$ cat src/rtl/demux2_reg_pkg.sv
// demux2_reg_pkg: slot state encoding, branch indices and selected-branch ready helper.
package demux2_reg_pkg;

    localparam logic SLOT_EMPTY = 1'b0;
    localparam logic SLOT_FULL  = 1'b1;
    localparam logic BR0        = 1'b0;
    localparam logic BR1        = 1'b1;

    typedef enum logic {
        S_EMPTY = SLOT_EMPTY,
        S_FULL  = SLOT_FULL
    } slot_e;

    // A branch can take a word when its slot is empty or is draining this cycle.
    function automatic logic sel_ready(
        input logic sel,
        input logic v0,
        input logic r0,
        input logic v1,
        input logic r1
    );
        return (sel == BR1) ? (!v1 || r1) : (!v0 || r0);
    endfunction

endpackage

$ cat src/rtl/demux2_reg_slot.sv
// demux_slot: one-entry output slot (EMPTY/FULL) with valid/ready drain and same-cycle refill.
module demux_slot
    import demux2_reg_pkg::*;
#(
    parameter int WIDTH = 32
) (
    input  logic             clk,
    input  logic             resetn,
    input  logic             fill,
    input  logic [WIDTH-1:0] fill_data,
    output logic             valid,
    input  logic             ready,
    output logic [WIDTH-1:0] data
);

    slot_e state;
    slot_e state_nxt;

    always_ff @(posedge clk or negedge resetn) begin
        if (!resetn) begin
            state <= S_EMPTY;
            data  <= '0;
        end else begin
            state <= state_nxt;
            if (fill)
                data <= fill_data;
        end
    end

    // Fill wins over drain so a simultaneous drain+fill stays FULL with the new word.
    always_comb begin
        state_nxt = fill ? S_FULL : ((state == S_FULL) && ready) ? S_EMPTY : state;
    end

    assign valid = (state == S_FULL);

endmodule

$ cat src/rtl/demux2_reg.sv
// demux2_reg: registered 1-to-2 valid/ready demultiplexer, one cycle latency.
// Optional per-branch handshake counters cnt0/cnt1 when DEMUX2_CNT_EN is defined.
module demux2_reg
    import demux2_reg_pkg::*;
#(
    parameter int WIDTH = 32,
    parameter int CNT_W = 16
) (
    input  logic             clk,
    input  logic             resetn,
    input  logic             in_valid,
    output logic             in_ready,
    input  logic             in_sel,
    input  logic [WIDTH-1:0] in_data,
    output logic             out0_valid,
    input  logic             out0_ready,
    output logic [WIDTH-1:0] out0_data,
    output logic             out1_valid,
    input  logic             out1_ready,
    output logic [WIDTH-1:0] out1_data
`ifdef DEMUX2_CNT_EN
    ,
    output logic [CNT_W-1:0] cnt0,
    output logic [CNT_W-1:0] cnt1
`endif
);

    if (CNT_W < 1) begin : g_bad_cnt_w
        $error("demux2_reg: CNT_W must be at least 1");
    end

    logic accept;
    logic fill0;
    logic fill1;

    assign in_ready = resetn && sel_ready(in_sel, out0_valid, out0_ready, out1_valid, out1_ready);
    assign accept   = in_valid && in_ready;
    assign fill0    = accept && (in_sel == BR0);
    assign fill1    = accept && (in_sel == BR1);

    demux_slot #(.WIDTH(WIDTH)) u_slot0 (
        .clk       (clk),
        .resetn    (resetn),
        .fill      (fill0),
        .fill_data (in_data),
        .valid     (out0_valid),
        .ready     (out0_ready),
        .data      (out0_data)
    );

    demux_slot #(.WIDTH(WIDTH)) u_slot1 (
        .clk       (clk),
        .resetn    (resetn),
        .fill      (fill1),
        .fill_data (in_data),
        .valid     (out1_valid),
        .ready     (out1_ready),
        .data      (out1_data)
    );

`ifdef DEMUX2_CNT_EN
    always_ff @(posedge clk or negedge resetn) begin
        if (!resetn) begin
            cnt0 <= '0;
            cnt1 <= '0;
        end else begin
            if (out0_valid && out0_ready)
                cnt0 <= cnt0 + 1'b1;
            if (out1_valid && out1_ready)
                cnt1 <= cnt1 + 1'b1;
        end
    end
`endif

endmodule

$ cat config.mk
export PLATFORM = sky130hd
export DESIGN_NAME = demux2_reg
export DESIGN_NICKNAME = d
export VERILOG_FILES = /design/src/rtl/demux2_reg_pkg.sv /design/src/rtl/demux2_reg_slot.sv /design/src/rtl/demux2_reg.sv
export SDC_FILE = /design/constraint.sdc
export NUM_CORES = 1
export LEC_CHECK = 0
export BUFFER_PORTS_ARGS = -buffer_cell sky130_fd_sc_hd__buf_2
export CAP_MARGIN = 20
export CORE_UTILIZATION = 52
export CTS_CLUSTER_SIZE = 24
export DETAILED_ROUTE_END_ITERATION = 10
export PLACE_DENSITY = 0.84
export SYNTH_ARGS = -nofsm -noshare
export SYNTH_HDL_FRONTEND = slang
export SYNTH_SLANG_ARGS = --single-unit
$ cat constraint.sdc
create_clock -name clk -period 2.2 [get_ports clk]
set_input_delay 0.33 -clock clk [delete_from_list [all_inputs] [get_ports clk]]
set_output_delay 0.33 -clock clk [all_outputs]
set_load 0.1 [all_outputs]
==> results_dict.tcl <==
set metrics [dict create \
    dp.cells 317 \
    max-slew-margin-rel 0.670 \
    path_class "in2reg" \
    initial_core_util 0.553 \
    synthesis.area_sq_um 2660 \
    drv_slew 0 \
    cts_tree "yes" \
    numPortBuffers 104 \
    via_per_inst 4.92 \
    grt_overflow 0 \
    worst_setup_path_end_kind "flop" \
    synth_cell_types 15 \
    antenna_found_initial 0 \
    hold_class "in2reg" \
    hold_violations 0 \
    cp_top_family "buffers and inverters" \
    clkTransAtPathRegs_ns 0.07 \
    clockBufferDepth 2 \
    crit_buf_inv 3 \
    cpPeakStageDelay_ns 0.56 \
    nets 300 \
    syn-instance-count 147 \
    leakagePower_nw 1.73 \
    clock_latency_ns 0.34 \
    firstDrtPassIters 4 \
    period_needed_ns 2.03 \
    grt_max_degree 39 \
    die_width_um 73.6 \
    cts_inserted_buffers 9 \
    root_buffer "clkbuf_8" \
    yosysWarnings 0 \
    seq_area_sq_um 1650 \
    powerDensity_nw_per_um2 1520 \
    crit_chain "dlygate4sd3_1 > buf_2 > nand2_1 > nor3b_4 > buf_4 > mux2_2" \
    n_antenna_cell 0 \
    finClkSkew_ns 0.00528 \
    fillCellCount 347 \
    rows 25 \
    peakVddDrop_mv 0.884 \
    synth_seq_cells 66 \
    clock.fmax_ghz 0.491 \
    dpl.hpwl_mm 3.68 \
    track_usage 0.214 \
    grt_setup_unrepaired "no" \
    die_area_sq_um 5410 \
    final_layout_size_suffix_gt1_frac 0.715 \
    drc 0 \
    dieHeight_um 73.6 \
    first_global_vias 1709 \
    routed_wl_mm 5.10 \
    cts_sinks 66 \
    drt_iter0_markers 41 \
    wl_per_cell_um 15.3 \
    maxCapViolCount 0 \
    worstSetupStartpointType "input port" \
    multiInputGateArea_sq_um 918 \
    finalSetupViolCount 0 \
    yosysSeqAreaShare 0.620 \
    avgSynthCellArea_sq_um 18.1 \
    fin_tns_setup_ns 0 \
    ant_nets 0 \
    worst_slew_pin_slew_ns 0.498 \
    final_cell_count_no_fill 334 \
    critical_path_arrival_ns 2.25 \
    dr_total_vias 1644 \
    pin_count 105 \
    grt_pass1_wl_mm 8.27 \
    htreeDepth 3 \
    crit_required_ns 2.42 \
    post_cts_resized 0 \
    status "finished, final reports clean" \
    slowest_stage "dlygate4sd3_1" \
    period_share 0.925 \
    core_sq_um 4820 \
    gp_congestion 0.729 \
    area_growth_syn_to_layout_pct 29.5 \
    synth.net_count 185 \
    critPathMaxFanout 18 \
]
[routing by layer]
layer	GRT usage	up-vias	share of wire
li1	-	751	-
met1	0.275	801	0.45
met2	0.301	82	0.45
met3	0.110	10	0.087
met4	0.100	0	0.017
met5	0	-	0
[through the flow]
step | setup WS [ns] | hold slack (ns) | total power, mW | utilization | instance area (sq um)
2_1_floorplan | 0.201 | 0.0344 | 3.83 | - | 2660
3_3_place_gp | 0.442 | 0.234 | 4.21 | 0.671 | 3230
3_5_place_dp | 0.380 | 0.248 | 4.24 | 0.671 | 3230
4_1_cts | 0.198 | 0.213 | 5.28 | 0.716 | 3450
5_1_grt | 0.0773 | 0.218 | 5.42 | 0.716 | 3450
6_report | 0.165 | 0.231 | 5.23 | 0.716 | 3450
[registers in the layout, indices dropped and copies added, names as in the netlist]
signal	count
u_slot0.data	32
u_slot1.data	32
u_slot0.valid	1
u_slot1.valid	1
[final timing paths]
check	startpoint	end	slack [ns]	depth (start not counted)
max	resetn	u_slot0.data[4]$_DFFE_PN0P_	0.17	6
min	in_data[30]	u_slot0.data[30]$_DFFE_PN0P_	0.23	2
max reg2reg	u_slot0.valid$_DFFE_PN0P_	u_slot0.data[4]$_DFFE_PN0P_	0.68	4
min reg2reg	u_slot0.data[30]$_DFFE_PN0P_	u_slot0.data[30]$_DFFE_PN0P_	0.48	1
max in group asynchronous	resetn	u_slot1.data[31]$_DFFE_PN0P_	0.94	3
min in group asynchronous	resetn	u_slot0.data[15]$_DFFE_PN0P_	0.48	2
[cell usage after synthesis, drive strengths merged]
cell type | count | share of area
nand2 | 2 | 0.0028
mux2 | 64 | 0.31
nor3b | 1 | 0.0070
nor2b | 1 | 0.0024
o211a | 1 | 0.0038
nand2b | 2 | 0.0047
nand3 | 1 | 0.0038
buf | 7 | 0.038
nand3b | 1 | 0.0028
o21ai | 1 | 0.0019
dfrtp | 66 | 0.62
[placed cells by master (no fill, tap or decap)]
cell,netlist,final
o21ai_0,1,1
dlygate4sd3_1,0,1
buf_4,1,6
mux2_1,2,2
o211a_1,1,1
nand3b_1,1,1
mux2_4,30,30
nand2_1,2,2
bufinv_16,0,1
clkinvlp_4,0,1
nand3_2,1,1
buf_12,3,1
clkbuf_8,0,11
nor2b_4,0,1
mux2_2,32,32
dfrtp_1,66,66
clkinv_2,0,3
nand2b_1,2,2
buf_2,0,103
nor3b_4,1,1
[cell families (layout without fill, tap and decap cells)]
logic type / count (synthesis) / in the layout / share of synthesized area
buffers and inverters: 7 / 127 / 0.0380
and+or+nand+nor: 8 / 8 / 0.0235
DFF: 66 / 66 / 0.620
AOI/OAI and AO/OA: 2 / 2 / 0.00563
muxes: 64 / 64 / 0.313
[worst register-to-register path, cell delays in order (launching register included)]
cell      delay [ns]
dfrtp_1         0.40
nand2b_1        0.14
nor3b_4         0.21
buf_4           0.29
mux2_2          0.37
[timing repair]
action,CTS,global route
hold endpoints to repair,10,0
hold buffers,1,0
setup buffers,0,0
[cell type report]
type | count | area share
Clock inverter | 5 | 0.0152
Timing Repair Buffer | 111 | 0.171
Clock buffer | 11 | 0.0439
Tap cell | 67 | 0.0243
Sequential cell | 66 | 0.479
Multi-Input combinational cell | 74 | 0.266
[power breakdown]
group	switching [mW]	internal, mW	leakage [nW]
Sequential	0.131	1.47	0.784
Clock	0.440	0.579	0.105
Combinational	2.15	0.464	0.838
Total	2.72	2.51	1.73
Power figures use the tool's default switching activity.
